<file path="config.mk">
export PLATFORM = sky130hd
export DESIGN_NAME = dpsram_fifo_ctrl_flat
export DESIGN_NICKNAME = d
export VERILOG_FILES = /design/src/rtl/dpsram_fifo_ctrl_if.sv /design/src/rtl/dpsram_fifo_ctrl.sv /design/src/flat_wrapper.sv
export SDC_FILE = /design/constraint.sdc
export NUM_CORES = 1
export LEC_CHECK = 0
export CAP_MARGIN = 0
export CORE_ASPECT_RATIO = 0.7
export CORE_MARGIN = 2
export CORE_UTILIZATION = 32
export CTS_CLUSTER_DIAMETER = 100
export DETAILED_ROUTE_END_ITERATION = 10
export HOLD_SLACK_MARGIN = 0.06
export MAX_ROUTING_LAYER = met4
export PLACE_DENSITY = 0.89
export SLEW_MARGIN = 20
export SYNTH_ARGS = -nofsm -noshare
export SYNTH_HDL_FRONTEND = slang
export SYNTH_SLANG_ARGS = --single-unit
</file>
<file path="constraint.sdc">
create_clock -name clk -period 3.2 [get_ports clk]
set_clock_uncertainty 0.05 [all_clocks]
set_input_delay 0.48 -clock clk [delete_from_list [all_inputs] [get_ports clk]]
set_output_delay 0.48 -clock clk [all_outputs]
set_load 0.03 [all_outputs]
</file>
<file path="src/rtl/dpsram_fifo_ctrl_if.sv">
// User-side and SRAM-side signal bundle of the dual-port SRAM FIFO controller.
// Error flag signals exist only when FIFO_ERR_FLAGS_EN is defined.
interface dpsram_fifo_ctrl_if #(
  parameter int unsigned a_length = 3,
  parameter int unsigned d_length = 8
);
  logic                wr_en;
  logic [d_length-1:0] wr_data;
  logic                rd_en;
  logic [d_length-1:0] rd_data;
  logic                rd_valid;
  logic                full;
  logic                empty;
  logic [a_length:0]   count;
  logic                mem_en_p1;
  logic                mem_ctrl_p1;
  logic [a_length-1:0] mem_addr_p1;
  logic [d_length-1:0] mem_din_p1;
  logic                mem_en_p2;
  logic                mem_ctrl_p2;
  logic [a_length-1:0] mem_addr_p2;
  logic [d_length-1:0] mem_dout_p2;
`ifdef FIFO_ERR_FLAGS_EN
  logic                overflow;
  logic                underflow;
`endif

  modport master (
    output wr_en, wr_data, rd_en, mem_dout_p2,
    input  rd_data, rd_valid, full, empty, count,
    input  mem_en_p1, mem_ctrl_p1, mem_addr_p1, mem_din_p1,
    input  mem_en_p2, mem_ctrl_p2, mem_addr_p2
`ifdef FIFO_ERR_FLAGS_EN
    , input overflow, underflow
`endif
  );

  modport slave (
    input  wr_en, wr_data, rd_en, mem_dout_p2,
    output rd_data, rd_valid, full, empty, count,
    output mem_en_p1, mem_ctrl_p1, mem_addr_p1, mem_din_p1,
    output mem_en_p2, mem_ctrl_p2, mem_addr_p2
`ifdef FIFO_ERR_FLAGS_EN
    , output overflow, underflow
`endif
  );
endinterface

</file>
<file path="src/rtl/dpsram_fifo_ctrl.sv">
// Circular-buffer controller for a dual-port SRAM: port 1 writes, port 2 reads.
// Optional sticky overflow/underflow flags are enabled by defining FIFO_ERR_FLAGS_EN.
module dpsram_fifo_ctrl #(
  parameter int unsigned a_length     = 3,
  parameter int unsigned d_length     = 8,
  parameter int unsigned config_depth = 8
) (
  input logic               clk,
  input logic               rst,
  dpsram_fifo_ctrl_if.slave bus
);
  localparam int unsigned PtrW = a_length + 1;

  logic [PtrW-1:0] wr_ptr_q, wr_ptr_d;
  logic [PtrW-1:0] rd_ptr_q, rd_ptr_d;
  logic [PtrW-1:0] count;
  logic            rd_valid_q;
  logic            full;
  logic            empty;
  logic            wr_acc;
  logic            rd_acc;

  // Modular difference of the extended pointers gives 0..config_depth directly.
  assign count = wr_ptr_q - rd_ptr_q;
  assign empty = (wr_ptr_q == rd_ptr_q);
  assign full  = (count == PtrW'(config_depth));

  always_comb begin
    wr_acc   = bus.wr_en & ~full & ~rst;
    rd_acc   = bus.rd_en & ~empty & ~rst;
    wr_ptr_d = wr_ptr_q + PtrW'(wr_acc);
    rd_ptr_d = rd_ptr_q + PtrW'(rd_acc);
  end

  always_ff @(posedge clk or posedge rst) begin
    if (rst) begin
      wr_ptr_q   <= '0;
      rd_ptr_q   <= '0;
      rd_valid_q <= 1'b0;
    end else begin
      wr_ptr_q   <= wr_ptr_d;
      rd_ptr_q   <= rd_ptr_d;
      rd_valid_q <= rd_acc;
    end
  end

`ifdef FIFO_ERR_FLAGS_EN
  logic overflow_q;
  logic underflow_q;

  always_ff @(posedge clk or posedge rst) begin
    if (rst) begin
      overflow_q  <= 1'b0;
      underflow_q <= 1'b0;
    end else begin
      if (bus.wr_en && full)  overflow_q  <= 1'b1;
      if (bus.rd_en && empty) underflow_q <= 1'b1;
    end
  end

  assign bus.overflow  = overflow_q;
  assign bus.underflow = underflow_q;
`endif

  always_comb begin
    bus.count       = count;
    bus.full        = full;
    bus.empty       = empty;
    bus.rd_valid    = rd_valid_q;
    bus.rd_data     = bus.mem_dout_p2;
    bus.mem_en_p1   = wr_acc;
    bus.mem_ctrl_p1 = 1'b1;
    bus.mem_addr_p1 = wr_ptr_q[a_length-1:0];
    bus.mem_din_p1  = bus.wr_data;
    bus.mem_en_p2   = rd_acc;
    bus.mem_ctrl_p2 = 1'b0;
    bus.mem_addr_p2 = rd_ptr_q[a_length-1:0];
  end
endmodule

</file>
<file path="src/flat_wrapper.sv">
// flat-port wrapper written by rule: the top's interface ports become plain ports
module dpsram_fifo_ctrl_flat 
#(
  parameter int unsigned a_length     = 3,
  parameter int unsigned d_length     = 8,
  parameter int unsigned config_depth = 8
)
  (clk, rst, bus_wr_en, bus_wr_data, bus_rd_en, bus_mem_dout_p2, bus_rd_data, bus_rd_valid, bus_full, bus_empty, bus_count, bus_mem_en_p1, bus_mem_ctrl_p1, bus_mem_addr_p1, bus_mem_din_p1, bus_mem_en_p2, bus_mem_ctrl_p2, bus_mem_addr_p2);
  dpsram_fifo_ctrl_if #(.a_length(a_length), .d_length(d_length)) bus_i ();
  input logic clk;
  input logic rst;
  input wire logic [$bits(bus_i.wr_en)-1:0] bus_wr_en;
  input wire logic [$bits(bus_i.wr_data)-1:0] bus_wr_data;
  input wire logic [$bits(bus_i.rd_en)-1:0] bus_rd_en;
  input wire logic [$bits(bus_i.mem_dout_p2)-1:0] bus_mem_dout_p2;
  output wire logic [$bits(bus_i.rd_data)-1:0] bus_rd_data;
  output wire logic [$bits(bus_i.rd_valid)-1:0] bus_rd_valid;
  output wire logic [$bits(bus_i.full)-1:0] bus_full;
  output wire logic [$bits(bus_i.empty)-1:0] bus_empty;
  output wire logic [$bits(bus_i.count)-1:0] bus_count;
  output wire logic [$bits(bus_i.mem_en_p1)-1:0] bus_mem_en_p1;
  output wire logic [$bits(bus_i.mem_ctrl_p1)-1:0] bus_mem_ctrl_p1;
  output wire logic [$bits(bus_i.mem_addr_p1)-1:0] bus_mem_addr_p1;
  output wire logic [$bits(bus_i.mem_din_p1)-1:0] bus_mem_din_p1;
  output wire logic [$bits(bus_i.mem_en_p2)-1:0] bus_mem_en_p2;
  output wire logic [$bits(bus_i.mem_ctrl_p2)-1:0] bus_mem_ctrl_p2;
  output wire logic [$bits(bus_i.mem_addr_p2)-1:0] bus_mem_addr_p2;
  assign bus_i.wr_en = bus_wr_en;
  assign bus_i.wr_data = bus_wr_data;
  assign bus_i.rd_en = bus_rd_en;
  assign bus_i.mem_dout_p2 = bus_mem_dout_p2;
  assign bus_rd_data = bus_i.rd_data;
  assign bus_rd_valid = bus_i.rd_valid;
  assign bus_full = bus_i.full;
  assign bus_empty = bus_i.empty;
  assign bus_count = bus_i.count;
  assign bus_mem_en_p1 = bus_i.mem_en_p1;
  assign bus_mem_ctrl_p1 = bus_i.mem_ctrl_p1;
  assign bus_mem_addr_p1 = bus_i.mem_addr_p1;
  assign bus_mem_din_p1 = bus_i.mem_din_p1;
  assign bus_mem_en_p2 = bus_i.mem_en_p2;
  assign bus_mem_ctrl_p2 = bus_i.mem_ctrl_p2;
  assign bus_mem_addr_p2 = bus_i.mem_addr_p2;
  dpsram_fifo_ctrl #(.a_length(a_length), .d_length(d_length), .config_depth(config_depth)) u_core (.clk(clk), .rst(rst), .bus(bus_i));
endmodule
</file>
; After elaboration in Yosys (flattened, before gate mapping)
; Cells that the tools add are included.
[word_totals]
regBits = 9
in_bits = 20
word_cells = 15
[classes]
n_addsub = 3
n_eq_ne = 2
bitwise_logic = 7
[ops]
columns = operator, count
row1 = $add 4x1->4, 2
row2 = $and 1x1->1, 4
row3 = $eq 4x4->1, 1
row4 = $eq 4x4->1 const B, 1
row5 = $sub 4x4->4, 1
row6 = $not 1->1, 3

; Longest topological paths before layout
[logic_depth]
depth_word = 6
ltp_mapped = 10
ltp_nobuf = 10

; Least setup slack after synthesis
; OpenSTA, ideal clock, no wires.
[synth_timing]
path_type = reg2out
startpoint = reg u_core.wr_ptr_q[0]
endpoint = out bus_full
t_arrival_ns = 2.270
required_time_ns = 2.670
slack_ns = 0.400
stages_incl_launch_ff = 7
n_path_buf = 0
cell_sequence = dfrtp_1 > inv_1 > ha_1 > inv_1 > fa_1 > or3_1 > nor3_1
[synth_between]
elab_chain_len = 2
[synth_lines]
columns = item, line_no
row1 = start: declaration, dpsram_fifo_ctrl.sv:14  ; logic [PtrW-1:0] wr_ptr_q, wr_ptr_d;
row2 = start signal: assignment, dpsram_fifo_ctrl.sv:41  ; wr_ptr_q <= wr_ptr_d;
row3 = $sub 4x4->4, dpsram_fifo_ctrl.sv:24  ; assign count = wr_ptr_q - rd_ptr_q;
row4 = via bus_count[1], flat_wrapper.sv:20  ; output wire logic [$bits(bus_i.count)-1:0] bus_count;
row5 = $eq 4x4->1, dpsram_fifo_ctrl.sv:26  ; assign full = (count == PtrW'(config_depth));
row6 = end: declaration, flat_wrapper.sv:18  ; output wire logic [$bits(bus_i.full)-1:0] bus_full;
; The timed path passes the listed nets, and every way through them passes these cells.

; Worst setup path in the final report
[layout_timing]
startpoint = reg u_core.wr_ptr_q[0]
endpoint = out bus_mem_en_p1
[layout_between]
elab_chain_len = 5
[layout_lines]
columns = item, line_no
row1 = $sub 4x4->4, dpsram_fifo_ctrl.sv:24
row2 = $eq 4x4->1, dpsram_fifo_ctrl.sv:26
row3 = $not 1->1, dpsram_fifo_ctrl.sv:29  ; wr_acc = bus.wr_en & ~full & ~rst;
row4 = $and 1x1->1 (2 in series), dpsram_fifo_ctrl.sv:29
row5 = end: declaration, flat_wrapper.sv:21  ; output wire logic [$bits(bus_i.mem_en_p1)-1:0] bus_mem_en_p1;
; Every way passes these cells.

==> metrics.yaml <==
finish:
  nets: 96
  fillCellCount: 194
  final_layout_size_suffix_gt1_share_pct: 7.46
  utilization_pct: 38.1
  final_common_cell: "clkdlybuf4s50_1"
  antennaDiodeCount: 0
  final_cell_mix: "16 x clkdlybuf4s50_1, 9 x dfrtp_1, 7 x ha_1"
  area_growth_pct: 8.96
sta:
  max_freq_mhz: 328
  finalCritPeriodShare_pct: 95.4
  finalHoldViolations: 0
  setup_viol: 0
  rsz0062_at_grt: "no"
  tns_ns: 0
  worst_slack_ns: 0.147
  finalCriticalPeriod_ns: 3.05
  maxSlewViolCount: 0
  hold_ws_ns: 0.439
placement:
  gp_congestion: 0.759
  dp_hpwl_um: 937
  pre_cts_slack_ns: 0.169
  portBuffers: 18
die:
  dieHeight_um: 42.3
  design.core.area_sq_um: 1920
  ios: 53
  fp.dieArea_sq_um: 2480
  rows: 13
  die_x_um: 58.7
  start_util_pct: 34.9
route:
  wirelength_um: 1100
  ant_nets: 0
  route.detailed.drc: 5
  vias: 390
  post_drt_wl_per_cell_um: 12.3
  first_iter_violations: 7
  viasPerCell: 4.38
  drt_pass1_iterations: 7
setup_path:
  cp_slowest_cell: "dfrtp_1"
  path_cells: "inv_1 > ha_1 > inv_1 > fa_1 > xor2_1 > or3_1 > o311a_1 > dlygate4sd2_1"
  critPathRequiredTime_ns: 2.67
  rr_worst_depth: 10
  worst_r2r_startpoint: "u_core.wr_ptr_q[0]"
  path_buf_inv: 3
  worst_path_dominant_cell_family: "adder cells"
  worst-setup-path-type: "register to output pin"
  reg2reg_slack_ns: 0.61
  cp_slowest_stage_delay_ns: 0.40
  arrival_ns: 2.52
  cp-end-kind: "output pin"
  cp-start-kind: "register"
  crit_top_cell: "inv_1"
  reg2reg_to: "u_core.wr_ptr_q[2]"
  cp_max_fo: 3
synth:
  synth_edf_count: 0
  ys_seq_elements: 9
  async_flop_share_pct: 100
  ys_seq_area_share_pct: 33.6
  synth_cell_type_count: 17
  synth_cells: 68
  yosysWarnings: 0
  syn-num-nets: 96
  netlist_area_sq_um: 671
  synth_ff_type: "dfrtp_1"
  syn_avg_cell_area_sq_um: 9.86
clock_network:
  tritoncts: "built"
  cts_buffers: 3
  insertion_delay_ns: 0.26
  clockBufferDepth: 2
  clockRootBuffer: "clkbuf_4"
  clk_pin_slew_worst_paths_ns: 0.06
  numClockSinks: 9
  cts_setup_buffers: 0
  htree_levels: 1
global_route:
  grt_pass1_wl_um: 1760
  antenna_found_initial: 0
  grt_pass1_vias: 401
  track_usage_pct: 10.5
  grt_max_degree: 10
  grt.overflow.total: 0
hold_path:
  min_path_cells: 1
  min_path_type: "register to register"
  worstHoldStart: "u_core.rd_ptr_q[3]"
  holdPathEnd: "u_core.rd_ptr_q[3]"
outcome:
  status: "finished, violations left"
  violations: "design-rule violations"
flow_run:
  maxCapViolations: 0
## what timing repair did
item	in CTS	in global routing
setup endpoints to repair	2	0
hold buffers	0	0
resized for setup	2	0
## cell type report
type                    count  area [sq um]  area share [%]
clock inverters             1          5.00           0.685
clock buffers               3          22.5            3.08
well taps                  22          27.5            3.77
multi-input cells          29           243            33.2
inverters                   6          22.5            3.08
flip-flops and latches      9           225            30.8
repair buffers             19           185            25.3
## cells by family (layout without fill, tap and decap cells)
family                   after synthesis  after routing  share of synthesized area [%]
flip-flops                             9              9                           33.6
other                                  2              2                           1.12
XOR/XNOR                               6              6                           7.84
AO/OA/AOI/OAI                          3              3                           2.99
adder cells (fa/ha/maj)                8              8                           16.0
AND/OR/NAND/NOR                       10             10                           8.21
buffers and inverters                 30             29                           30.2
## cells in the mapped netlist (all sizes together) (2+ instances only)
cell / n / area (sq um)
xnor2: 2 / 17.5
buf: 24 / 180
xor2: 4 / 35.0
nand3: 3 / 15.0
conb: 2 / 7.51
dfrtp: 9 / 225
a21oi: 2 / 10.0
inv: 6 / 22.5
nor2: 2 / 7.51
ha: 7 / 87.6
## flip-flops by register name, indices dropped and copies added (netlist names)
name / count
u_core.rd_ptr_q: 4
u_core.wr_ptr_q: 4
u_core.bus.rd_valid: 1
## metal layers
metal	part of all wire [%]	vias up	track usage (%)
li1	-	188	-
met1	39	180	9.81
met2	47	15	16.2
met3	11	7	6.48
met4	2.6	0	6.82
met5	0	-	-
## how the worst max path moves through the flow
| stage | depth (start not counted) | start | to |
|---|---|---|---|
| after global routing | 8 | u_core.wr_ptr_q[0] | bus_mem_en_p1 |
| after global placement | 8 | u_core.wr_ptr_q[0] | bus_mem_en_p1 |
| after CTS | 8 | u_core.wr_ptr_q[0] | bus_mem_en_p1 |
| after floorplan | 6 | u_core.wr_ptr_q[0] | bus_full |
| final | 8 | u_core.wr_ptr_q[0] | bus_mem_en_p1 |
| after detailed placement | 8 | u_core.wr_ptr_q[0] | bus_mem_en_p1 |
## stage by stage
stage / instances / cell area, sq um
3_5_place_dp: 85 / 706
4_1_cts: 89 / 731
6_report: 89 / 731
2_1_floorplan: 68 / 671
3_3_place_gp: 85 / 706
5_1_grt: 89 / 731
Power is left out: the tool's default activity adds up to more than one toggle a clock period on the data nets, which glitch-free logic cannot reach.
